## src/rtl/alu_exec_stage_if.sv

```systemverilog
// rtl/alu_exec_stage_if.sv - handshake and result bundle between decode, execute and memory stages
interface alu_exec_stage_if #(
  parameter int XLEN  = 32,
  parameter int CNT_W = 16
);
  logic             in_valid;
  logic             in_ready;
  logic [2:0]       alu_operation;
  logic [XLEN-1:0]  rs1_data;
  logic [XLEN-1:0]  rs2_data;
  logic [4:0]       rd_addr;
  logic             flush;
  logic             out_valid;
  logic             out_ready;
  logic [XLEN-1:0]  out_result;
  logic [4:0]       out_rd_addr;
  logic             out_we;
  logic             out_zero;
  logic             out_illegal;
  logic             illegal_seen;
  logic [CNT_W-1:0] op_count;

  // Upstream/downstream side (decode source and memory-stage sink)
  modport master (
    output in_valid, alu_operation, rs1_data, rs2_data, rd_addr, flush, out_ready,
    input  in_ready, out_valid, out_result, out_rd_addr, out_we, out_zero,
    input  out_illegal, illegal_seen, op_count
  );

  // Execute stage side
  modport slave (
    input  in_valid, alu_operation, rs1_data, rs2_data, rd_addr, flush, out_ready,
    output in_ready, out_valid, out_result, out_rd_addr, out_we, out_zero,
    output out_illegal, illegal_seen, op_count
  );
endinterface

```

## src/rtl/alu_exec_stage.sv

```systemverilog
// rtl/alu_exec_stage.sv - ALU execute stage with EX/MEM register, retired-op counter, illegal flag
module alu_exec_stage #(
  parameter int XLEN  = 32,
  parameter int CNT_W = 16
) (
  input  logic          clk,
  input  logic          rst_n,
  alu_exec_stage_if.slave bus
);

  typedef enum logic [2:0] {
    OP_ADD  = 3'd0,
    OP_SUB  = 3'd1,
    OP_AND  = 3'd2,
    OP_OR   = 3'd3,
    OP_XOR  = 3'd4,
    OP_ILL5 = 3'd5,
    OP_ILL6 = 3'd6,
    OP_DIS  = 3'd7
  } alu_op_e;

  logic             out_valid_q, out_valid_d;
  logic [XLEN-1:0]  out_result_q, out_result_d;
  logic [4:0]       out_rd_addr_q, out_rd_addr_d;
  logic             out_we_q, out_we_d;
  logic             out_zero_q, out_zero_d;
  logic             out_illegal_q, out_illegal_d;
  logic             illegal_seen_q, illegal_seen_d;
  logic [CNT_W-1:0] op_count_q, op_count_d;

  logic [XLEN-1:0]  alu_result;
  logic             op_legal;
  logic             op_illegal;
  logic             op_disabled;
  logic             in_ready;
  logic             accept;
  logic             handoff;

  // A new op may enter whenever the register is empty or being drained this cycle
  assign in_ready = !out_valid_q | bus.out_ready;
  assign accept   = bus.in_valid & in_ready & !bus.flush;
  assign handoff  = out_valid_q & bus.out_ready;

  // Operation decode and datapath; illegal and disabled codes yield a zero result
  always_comb begin
    alu_result  = '0;
    op_legal    = 1'b1;
    op_illegal  = 1'b0;
    op_disabled = 1'b0;
    case (alu_op_e'(bus.alu_operation))
      OP_ADD:  alu_result = bus.rs1_data + bus.rs2_data;
      OP_SUB:  alu_result = bus.rs1_data - bus.rs2_data;
      OP_AND:  alu_result = bus.rs1_data & bus.rs2_data;
      OP_OR:   alu_result = bus.rs1_data | bus.rs2_data;
      OP_XOR:  alu_result = bus.rs1_data ^ bus.rs2_data;
      OP_ILL5, OP_ILL6: begin
        op_legal   = 1'b0;
        op_illegal = 1'b1;
      end
      default: begin
        op_legal    = 1'b0;
        op_disabled = 1'b1;
      end
    endcase
  end

  // Next-state of the EX/MEM register: flush beats accept, accept beats plain drain
  always_comb begin
    out_valid_d    = out_valid_q;
    out_result_d   = out_result_q;
    out_rd_addr_d  = out_rd_addr_q;
    out_we_d       = out_we_q;
    out_zero_d     = out_zero_q;
    out_illegal_d  = out_illegal_q;
    illegal_seen_d = illegal_seen_q | (accept & op_illegal);
    op_count_d     = op_count_q;

    // A result killed by flush is never counted, even if downstream took it
    if (handoff && !bus.flush) begin
      op_count_d = op_count_q + 1'b1;
    end

    if (bus.flush) begin
      out_valid_d   = 1'b0;
      out_we_d      = 1'b0;
      out_illegal_d = 1'b0;
    end else if (accept) begin
      // Disabled ops are consumed but leave a bubble behind
      out_valid_d   = !op_disabled;
      out_result_d  = alu_result;
      out_rd_addr_d = bus.rd_addr;
      out_we_d      = op_legal & (bus.rd_addr != 5'd0);
      out_zero_d    = (alu_result == '0);
      out_illegal_d = op_illegal;
    end else if (handoff) begin
      out_valid_d   = 1'b0;
      out_we_d      = 1'b0;
      out_illegal_d = 1'b0;
    end
  end

  // State registers with asynchronous active-low reset
  always_ff @(posedge clk or negedge rst_n) begin
    if (!rst_n) begin
      out_valid_q    <= 1'b0;
      out_result_q   <= '0;
      out_rd_addr_q  <= '0;
      out_we_q       <= 1'b0;
      out_zero_q     <= 1'b0;
      out_illegal_q  <= 1'b0;
      illegal_seen_q <= 1'b0;
      op_count_q     <= '0;
    end else begin
      out_valid_q    <= out_valid_d;
      out_result_q   <= out_result_d;
      out_rd_addr_q  <= out_rd_addr_d;
      out_we_q       <= out_we_d;
      out_zero_q     <= out_zero_d;
      out_illegal_q  <= out_illegal_d;
      illegal_seen_q <= illegal_seen_d;
      op_count_q     <= op_count_d;
    end
  end

  assign bus.in_ready     = in_ready;
  assign bus.out_valid    = out_valid_q;
  assign bus.out_result   = out_result_q;
  assign bus.out_rd_addr  = out_rd_addr_q;
  assign bus.out_we       = out_we_q;
  assign bus.out_zero     = out_zero_q;
  assign bus.out_illegal  = out_illegal_q;
  assign bus.illegal_seen = illegal_seen_q;
  assign bus.op_count     = op_count_q;

endmodule

```

## src/flat_wrapper.sv

```systemverilog
// flat-port wrapper written by rule: the top's interface ports become plain ports
module alu_exec_stage_flat 
#(
  parameter int XLEN  = 32,
  parameter int CNT_W = 16
)
  (clk, rst_n, bus_in_valid, bus_alu_operation, bus_rs1_data, bus_rs2_data, bus_rd_addr, bus_flush, bus_out_ready, bus_in_ready, bus_out_valid, bus_out_result, bus_out_rd_addr, bus_out_we, bus_out_zero, bus_out_illegal, bus_illegal_seen, bus_op_count);
  alu_exec_stage_if #(.XLEN(XLEN), .CNT_W(CNT_W)) bus_i ();
  input  logic clk;
  input  logic rst_n;
  input wire logic [$bits(bus_i.in_valid)-1:0] bus_in_valid;
  input wire logic [$bits(bus_i.alu_operation)-1:0] bus_alu_operation;
  input wire logic [$bits(bus_i.rs1_data)-1:0] bus_rs1_data;
  input wire logic [$bits(bus_i.rs2_data)-1:0] bus_rs2_data;
  input wire logic [$bits(bus_i.rd_addr)-1:0] bus_rd_addr;
  input wire logic [$bits(bus_i.flush)-1:0] bus_flush;
  input wire logic [$bits(bus_i.out_ready)-1:0] bus_out_ready;
  output wire logic [$bits(bus_i.in_ready)-1:0] bus_in_ready;
  output wire logic [$bits(bus_i.out_valid)-1:0] bus_out_valid;
  output wire logic [$bits(bus_i.out_result)-1:0] bus_out_result;
  output wire logic [$bits(bus_i.out_rd_addr)-1:0] bus_out_rd_addr;
  output wire logic [$bits(bus_i.out_we)-1:0] bus_out_we;
  output wire logic [$bits(bus_i.out_zero)-1:0] bus_out_zero;
  output wire logic [$bits(bus_i.out_illegal)-1:0] bus_out_illegal;
  output wire logic [$bits(bus_i.illegal_seen)-1:0] bus_illegal_seen;
  output wire logic [$bits(bus_i.op_count)-1:0] bus_op_count;
  assign bus_i.in_valid = bus_in_valid;
  assign bus_i.alu_operation = bus_alu_operation;
  assign bus_i.rs1_data = bus_rs1_data;
  assign bus_i.rs2_data = bus_rs2_data;
  assign bus_i.rd_addr = bus_rd_addr;
  assign bus_i.flush = bus_flush;
  assign bus_i.out_ready = bus_out_ready;
  assign bus_in_ready = bus_i.in_ready;
  assign bus_out_valid = bus_i.out_valid;
  assign bus_out_result = bus_i.out_result;
  assign bus_out_rd_addr = bus_i.out_rd_addr;
  assign bus_out_we = bus_i.out_we;
  assign bus_out_zero = bus_i.out_zero;
  assign bus_out_illegal = bus_i.out_illegal;
  assign bus_illegal_seen = bus_i.illegal_seen;
  assign bus_op_count = bus_i.op_count;
  alu_exec_stage #(.XLEN(XLEN), .CNT_W(CNT_W)) u_core (.clk(clk), .rst_n(rst_n), .bus(bus_i));
endmodule
```

## config.mk

```make
export PLATFORM = sky130hd
export DESIGN_NAME = alu_exec_stage_flat
export DESIGN_NICKNAME = d
export VERILOG_FILES = /design/src/rtl/alu_exec_stage_if.sv /design/src/rtl/alu_exec_stage.sv /design/src/flat_wrapper.sv
export SDC_FILE = /design/constraint.sdc
export NUM_CORES = 1
export LEC_CHECK = 0
export ABC_AREA = 1
export CAP_MARGIN = 20
export CORE_MARGIN = 3
export CORE_UTILIZATION = 50
export CTS_BUF_LIST = sky130_fd_sc_hd__clkbuf_4 sky130_fd_sc_hd__clkbuf_8
export CTS_CLUSTER_SIZE = 8
export DETAILED_ROUTE_END_ITERATION = 10
export GPL_ROUTABILITY_DRIVEN = 0
export PLACE_DENSITY = 0.77
export REMOVE_ABC_BUFFERS = 1
export SLEW_MARGIN = 40
export SYNTH_ARGS = -nofsm -noshare
export SYNTH_HDL_FRONTEND = slang
export SYNTH_SLANG_ARGS = --single-unit
```

## constraint.sdc

```tcl
create_clock -name clk -period 3.8 [get_ports clk]
set_input_delay 0.57 -clock clk [delete_from_list [all_inputs] [get_ports clk]]
set_output_delay 0.57 -clock clk [all_outputs]
set_load 0.01 [all_outputs]
```

# ---- Word-level counts from Yosys, hierarchy flattened
# Index checks and enable logic that the tools add are counted.
dict set report totals {
  register_bits 58
  inputBits 77
}
dict set report classes {
  reduce_logical 11
  bitwise_logic 11
  n_mux 10
  add_sub_neg 3
  eq_ne 6
}
# cell n
set op_table {}
lappend op_table {{$pmux W32 S5} 1}
lappend op_table {{$add A32 B32 Y32} 1}
lappend op_table {{$and A32 B32 Y32} 1}
lappend op_table {{$logic_not A32 Y1} 1}
lappend op_table {{$or A32 B32 Y32} 1}
lappend op_table {{$sub A32 B32 Y32} 1}
lappend op_table {{$xor A32 B32 Y32} 1}
lappend op_table {{$add A16 B1 Y16 const B} 1}
lappend op_table {{$eq A3 B3 Y1 const B} 3}
lappend op_table {{$mux W1} 9}
lappend op_table {{$reduce_or A7 Y1} 1}
lappend op_table {{$eq A3 B2 Y1 const B} 2}
lappend op_table {{$and A1 B1 Y1} 5}
lappend op_table {{$reduce_bool A5 Y1} 1}
lappend op_table {{$reduce_or A5 Y1} 1}
lappend op_table {{$eq A3 B1 Y1 const B} 1}
lappend op_table {{$logic_not A3 Y1} 1}
lappend op_table {{$reduce_bool A3 Y1} 1}
lappend op_table {{$logic_not A1 Y1} 2}
lappend op_table {{$or A1 B1 Y1} 2}
lappend op_table {{$reduce_and A2 Y1} 1}
lappend op_table {{$reduce_or A2 Y1} 1}
lappend op_table {{$logic_and A1 B1 Y1} 1}
lappend op_table {{$not A1 Y1} 1}

# ---- Depth between registers and ports, before layout
# Gate-level depths: netlist of run 1.
dict set report logic_depth {
  depth_word 6
  ltp_mapped 28
  depth_no_buf 28
}

# ---- Least setup slack after synthesis of run 1
# No wires, ideal clock.
dict set report synth_timing {
  kind {input to register}
  from {in bus_rs2_data[1]}
  to {reg u_core.out_zero_q, in the netlist u_core.bus.out_zero}
  t_arrival_ns 3.338
  path_slack_ns 0.396
  setup_time_ns 0.066
  cell_stages 25
  cell_sequence {inv_1 -> ha_1 -> nand3_1 -> nor3_2 -> nand4_1 -> nor3_2 -> a21oi_1 -> a21oi_1 -> o21ai_0 -> xor2_1 -> ha_1 -> inv_1 -> nor3_1 -> and2_1 -> and2_1 -> nand2_1 -> nand2_1 -> nand2_1 -> nand3_1 -> nand2_1 -> inv_1 -> nand2_1 -> nor2_1 -> nand3_1 -> nand2_1}
}
dict set report synth_between {
  elab_chain_len 3
  elab_cells_between_ends 7
}
# element line
set synth_rtl {}
lappend synth_rtl {{start, declared} flat_wrapper.sv:14} ;# input wire logic [$bits(bus_i.rs2_data)-1:0] bus_rs2_data;
lappend synth_rtl {{$sub A32 B32 Y32 (tied with other cells)} alu_exec_stage.sv:52} ;# OP_SUB: alu_result = bus.rs1_data - bus.rs2_data;
lappend synth_rtl {{$pmux W32 S5 (*)} alu_exec_stage.sv:50} ;# case (alu_op_e'(bus.alu_operation))
lappend synth_rtl {{$logic_not A32 Y1 (*)} alu_exec_stage.sv:93} ;# out_zero_d = (alu_result == '0);
lappend synth_rtl {{end signal, assigned} alu_exec_stage.sv:118} ;# out_zero_q <= out_zero_d;
lappend synth_rtl {{end, declared} alu_exec_stage.sv:26} ;# logic out_zero_q, out_zero_d;
# Mark *: on every way between the ends. The rest lies on a longest branch, timed or not.
# A chain may end at the register's enable or synchronous reset.

# ---- Final worst setup path of run 1
dict set report layout_timing {
  from {in bus_rs2_data[0]}
  to {reg u_core.out_zero_q, in the netlist u_core.bus.out_zero}
}
# Same word-level chain as after synthesis.

==> summary.json, run 1 <==
{
  "synth": {
    "postSynthAreaPerCell_um2": 6.14,
    "synth_most_common_cell": "nand2_1",
    "post_synth_most_frequent_cells": "nand2_1, inv_1, nor2_1",
    "netlist.area_leader.share": 0.202,
    "yosysSeqAreaShare": 0.194,
    "synthesis.instances": 1219,
    "synth-edff-count": 0,
    "dominant_cells_by_area_after_synthesis": "nand2_1, dfrtp_1, ha_1",
    "ys_async_sr_fraction": 1.00,
    "postSynth.topFlopCell": "dfrtp_1",
    "yosys_register_bits": 58,
    "cell_type_with_the_highest_aggregate_area_in_the_netlist": "nand2_1",
    "synth_area_um2": 7490,
    "ys_warn_count": 0,
    "synthDistinctLibCells": 45
  },
  "routing": {
    "postRouteAntennaNets": 0,
    "routed_via_density": 5.31,
    "detailroute.via_count": 8900,
    "drt_first_pass_iters": 7,
    "drt_initial_violations": 738,
    "remaining_drc_errors": 0,
    "routedWlPerCell_um": 15.0,
    "wirelength_um": 25200
  },
  "setup_path": {
    "critical_path.most_common_cell": "nand2_1",
    "setup.worst_path.end_class": "register",
    "reg2reg_slack_ns": 1.58,
    "cell_with_the_largest_stage_delay_on_the_worst_path": "ha_1",
    "max_stage_delay_ns": 0.43,
    "critPathKind": "in2reg",
    "arrival_ns": 4.04,
    "timing.critical_path.from_type": "input port",
    "crit_path_max_fanout": 4,
    "worstPathRequired_ns": 4.08
  },
  "timing": {
    "slew_violations": 0,
    "min_period_ns": 3.76,
    "final.setup.worst_slack_ns": 0.0426,
    "fin_worst_hold_slack_ns": 0.201,
    "tightestPinTransition_ns": 0.717,
    "worst_clock_skew_ns": 0.00865,
    "timing.max_slew.rel_slack": 0.521,
    "setup_viol": 0,
    "finalCritPeriodShare": 0.989,
    "finalHoldViolations": 0,
    "maxClockFrequency_mhz": 266
  },
  "place": {
    "worst_setup_slack_post_dpl_ns": -0.661,
    "dp.final_hpwl_um": 19400,
    "buffer_ports.inserted": 135
  },
  "status": {
    "run_status": "completed"
  },
  "die": {
    "core_area_um2": 14600,
    "fp.dieW_um": 128,
    "dieHeight_um": 128,
    "io_pins": 136,
    "start_util": 0.513,
    "floorplan.rows": 44,
    "dieArea_um2": 16500
  },
  "cells_and_area": {
    "p_r_area_growth_vs_syn_pct": 42.5,
    "num-nets-final": 1662,
    "final_layout_size_suffix_gt1_frac": 0.196,
    "finalCoreUtilization": 0.731,
    "layout.filler_cells": 1177,
    "antenna-diode-count": 0
  },
  "cts": {
    "cts_sinks": 58,
    "clk_path_buf_depth": 2,
    "cts_hold_bufs": 0,
    "tritoncts.num_buffers": 9,
    "cts_tree": "built",
    "clock_insertion_delay_worst_skew_ns": 0.34,
    "cts.htree.levels": 3,
    "cts.reportedPaths.clkPinSlew_ns": 0.07,
    "buffer_type_at_the_clock_tree_root": "clkbuf_8"
  },
  "global_routing": {
    "globalRouteOverflowTotal": 0,
    "antenna_found_initial": 0,
    "gr-usage-all-layers": 0.293,
    "grt_first_pass_wirelength_um": 39400,
    "first_global_vias": 8391,
    "grt_start_max_net_pins": 57
  },
  "power_and_ir_drop": {
    "pd_cells_nw_per_um2": 270,
    "p_leak_uw": 0.00600,
    "swShare": 0.395,
    "irDropWorstVdd_mv": 0.208,
    "clockPowerShare": 0.199,
    "pwr-share-comb": 0.532,
    "seq_power_share": 0.269,
    "cell_internal_pwr_uw": 1740,
    "sw_pwr_uw": 1140
  },
  "job": {
    "timing.max_cap.violations": 0
  },
  "hold_path": {
    "hp-class": "in2async"
  }
}
-- sequential cells by signal, summed over array words and instances (netlist names) --
signal	count
u_core.bus.out_we	1
u_core.bus.out_illegal	1
u_core.bus.illegal_seen	1
u_core.bus.out_valid	1
u_core.bus.out_result	32
u_core.bus.op_count	16
u_core.bus.out_rd_addr	5
u_core.bus.out_zero	1
-- cells in the final DEF, fill, tap and decap left out, types with 3 or more instances in the layout --
| cell type | instances |
|---|---|
| nand2_1 | 378 |
| inv_1 | 220 |
| buf_4 | 140 |
| clkdlybuf4s50_1 | 123 |
| nor2_1 | 91 |
| ha_1 | 90 |
| nand3_1 | 75 |
| dfrtp_1 | 58 |
| xor2_1 | 39 |
| nand2_2 | 34 |
| o21ai_0 | 27 |
| a21oi_1 | 21 |
| a221oi_1 | 20 |
| nor2_2 | 16 |
| inv_2 | 15 |
| nand4_1 | 13 |
| nor2_4 | 11 |
| clkbuf_8 | 11 |
| a21oi_2 | 9 |
| nand3_2 | 8 |
| nand3b_1 | 8 |
| buf_6 | 7 |
| nor3_1 | 5 |
| xnor2_1 | 5 |
| ha_4 | 5 |
| clkbuf_2 | 5 |
| nor3_4 | 4 |
| nor3_2 | 4 |
| dlymetal6s2s_1 | 4 |
| inv_4 | 3 |
| o211ai_1 | 3 |
| clkinv_2 | 3 |
-- stage by stage --
step	setup TNS [ns]	power (uW)	std cells	area, um2
3_3_place_gp	-6.93	2150	1641	9890
4_1_cts	0	2790	1664	10300
6_report	0	2880	1676	10700
2_1_floorplan	-10.76	1490	1197	7370
5_1_grt	-0.386	3080	1676	10700
3_5_place_dp	-7.78	2180	1641	9900
-- kinds of logic after synthesis --
group / count (synthesis) / synth area share
mux: 1 / 0.00150
compound gates: 97 / 0.0832
flops: 58 / 0.194
xor+xnor: 44 / 0.0515
buf+inv: 260 / 0.135
simple gates: 661 / 0.370
fa+ha+maj: 98 / 0.165
-- final cells by class --
cell class	count	area, um2	area share
Clock buffer	11	151	0.0142
Clock inverter	5	52.6	0.00493
Inverter	238	901	0.0844
Multi-Input combinational cell	901	5450	0.510
Sequential cell	58	1450	0.136
Tap cell	184	230	0.0216
Timing Repair Buffer	279	2440	0.228
-- power groups by stage --
stage / Combinational, uW / Clock, uW / Sequential (uW)
3_5_place_dp: 1390 / 0 / 784
2_1_floorplan: 670 / 0 / 819
3_3_place_gp: 1370 / 0 / 782
6_report: 1530 / 575 / 776
4_1_cts: 1430 / 583 / 776
5_1_grt: 1690 / 611 / 787
-- metal layers --
metal | vias to the layer above | global-route usage | routed length, um
li1 | 4330 | - | -
met1 | 4096 | 0.381 | 10600
met2 | 394 | 0.486 | 11500
met3 | 80 | 0.0569 | 2180
met4 | 0 | 0.106 | 850
met5 | - | 0 | 0
-- repair_timing --
item,in CTS,in global routing
endpoints found under the setup margin,15,16
pin swaps,19,47
buffers inserted,7,12
endpoints found under the hold margin,0,0
cloned,0,0
resized for setup,34,109
-- worst max-delay path: cells and delay by family --
family / cells / cell delay (ns)
simple gates: 18 / 2.01
buf+inv: 6 / 0.60
fa+ha+maj: 1 / 0.43
compound gates: 1 / 0.28
xor+xnor: 1 / 0.11
-- path summary, 6_finish.rpt --
path                                                            start                                    end  cells past startpoint
worst max register to register       u_core.bus.out_valid$_DFFE_PN0P_        u_core.bus.out_zero$_DFFE_PN0P_                     13
worst max-delay path                                  bus_rs2_data[0]        u_core.bus.out_zero$_DFFE_PN0P_                     27
max in group asynchronous                                       rst_n  u_core.bus.out_result[24]$_DFFE_PN0P_                      2
worst min register to register  u_core.bus.out_result[17]$_DFFE_PN0P_  u_core.bus.out_result[17]$_DFFE_PN0P_                      2
worst min-delay path                                            rst_n       u_core.bus.out_valid$_DFFE_PN0P_                      1
min in group clk                u_core.bus.out_result[17]$_DFFE_PN0P_  u_core.bus.out_result[17]$_DFFE_PN0P_                      2
No activity file was read; power rests on OpenSTA's default activity.
==> run 2, diff against run 1 <==
--- a/config.mk
+++ b/config.mk
@@ -13,6 +13,7 @@
 export CTS_CLUSTER_SIZE = 8
 export DETAILED_ROUTE_END_ITERATION = 10
 export GPL_ROUTABILITY_DRIVEN = 0
+export HOLD_SLACK_MARGIN = 0.15
 export PLACE_DENSITY = 0.77
 export REMOVE_ABC_BUFFERS = 1
 export SLEW_MARGIN = 40
==> results of run 2 <==
Final layout, timing and power as in run 1 (identical DEF).
==> RTL edit (flow settings as in run 2) <==
Remove the case item `OP_SUB` of the case on `alu_op_e'(bus.alu_operation)`.
--- a/src/rtl/alu_exec_stage.sv
+++ b/src/rtl/alu_exec_stage.sv
@@ -49,7 +49,6 @@
     op_disabled = 1'b0;
     case (alu_op_e'(bus.alu_operation))
       OP_ADD:  alu_result = bus.rs1_data + bus.rs2_data;
-      OP_SUB:  alu_result = bus.rs1_data - bus.rs2_data;
       OP_AND:  alu_result = bus.rs1_data & bus.rs2_data;
       OP_OR:   alu_result = bus.rs1_data | bus.rs2_data;
       OP_XOR:  alu_result = bus.rs1_data ^ bus.rs2_data;
Check against the original RTL: not equivalent (a bounded check fails within 4 cycles, from zero or initial values and one cycle with rst_n low).
==> RTL edit against run 2 <==
Routed wire length is 26% lower; sequential cell count stayed put; via count is 21% lower; clock power is 2% higher; fmax is 23% higher; setup slack better by 700 ps; non-clock buffer count is 139 lower; combinational power is 36% lower; first-iteration DRC count is 6.0% lower; synthesized area is 16% lower; final area is 25% lower; power is 19% lower; critical path type unchanged; critical endpoint unchanged; highest routed layer unchanged.
==> RTL edit: results <==
export IMPL_wirelength_um=18600
export IMPL_post_cts_setup_buffer_count=0
export IMPL_synth_sequential_area_ratio=0.230
export IMPL_yosys_cell_types=40
export IMPL_drive_gt1_frac=0.0396
export IMPL_max_vdd_ir_drop_mv=0.197
export IMPL_syn_avg_cell_area_um2=6.03
export IMPL_grt_pass1_wl_um=30300
export IMPL_finalHoldWorstSlack_ps=227
export IMPL_route_met3_wl_um=1870
export IMPL_crit_path_top_delay_cell="sky130_fd_sc_hd__clkdlybuf4s50_1"
export IMPL_cts_resized=0
export IMPL_ff2ff_path_depth=8
export IMPL_routed_wl_met2_um=8400
export IMPL_drt_iter0_drc=694
export IMPL_routed_wire_length_per_instance_um=13.7
export IMPL_grt_start_max_net_pins=51
export IMPL_placement_cell_area_um2=7830
export IMPL_regToRegEndpoint="u_core.bus.op_count[15]"
export IMPL_slowest_delay_ps=500
export IMPL_leakagePower_uw=0.00458
export IMPL_route_vias_total=7005
export IMPL_global_route_usage_met1=0.356
export IMPL_internal_power_uw=1480
export IMPL_wl_met1_um=7950
export IMPL_number_of_global_route_vias_before_repair=6341
export IMPL_comb_power_share=0.420
export IMPL_synth_top_cells_by_area="sky130_fd_sc_hd__dfrtp_1 (23%), sky130_fd_sc_hd__nand2_1 (22%), sky130_fd_sc_hd__ha_1 (13%), sky130_fd_sc_hd__inv_1 (12%), sky130_fd_sc_hd__nor2_1 (5.4%)"
export IMPL_use_met2=0.428
export IMPL_power_switching_share=0.367
export IMPL_worst_endpoint_arrival_ps=3340
export IMPL_clock_skew_final_ps=8.80
export IMPL_drt_pre_antenna_iters=6
export IMPL_detailedPlace_worstSlack_ps=493
export IMPL_outcome="complete, no violations"
export IMPL_place_detailed_hpwl_um=14800
export IMPL_grtUsageTotal=0.263
export IMPL_post_synth_top_cells="sky130_fd_sc_hd__nand2_1 (376), sky130_fd_sc_hd__inv_1 (209), sky130_fd_sc_hd__nor2_1 (90), sky130_fd_sc_hd__ha_1 (65), sky130_fd_sc_hd__nand3_1 (65)"
export IMPL_tightestPinTransition_ps=815
export IMPL_r2r_slack_ps=1870
export IMPL_critical_path_top_delay_family="simple AND/OR/NAND/NOR gates"
-- RTL edit: kinds of logic (layout without fill, tap and decap cells) --
kind of cell               after synthesis  count (layout)  share of synthesized area
buffers and inverters                  231             370                      0.140
xor gates and xnor gates                14              14                     0.0194
DFF                                     58              58                      0.230
adders and majority gates               66              66                      0.132
AOI/OAI and AO/OA                       94              94                     0.0891
and+or+nand+nor                        583             583                      0.387
muxes                                    1               1                    0.00178
-- RTL edit: how the worst max path moves through the flow --
stage | slack, ps | endpoint
floorplan | 870 | u_core.bus.out_illegal
global placement | 480 | u_core.bus.out_zero
detailed placement | 490 | u_core.bus.out_zero
CTS | 840 | u_core.bus.out_zero
global route | 500 | u_core.bus.out_zero
finish | 740 | u_core.bus.out_zero
-- RTL edit: area by class of cell --
type,count,area [um2]
fill,1136,4130
timing repair buffer,140,1380
inverter,214,803
multi-input combinational,758,3980
tap,168,210
sequential,58,1450
clock buffer,12,159
clock inverter,4,50.0
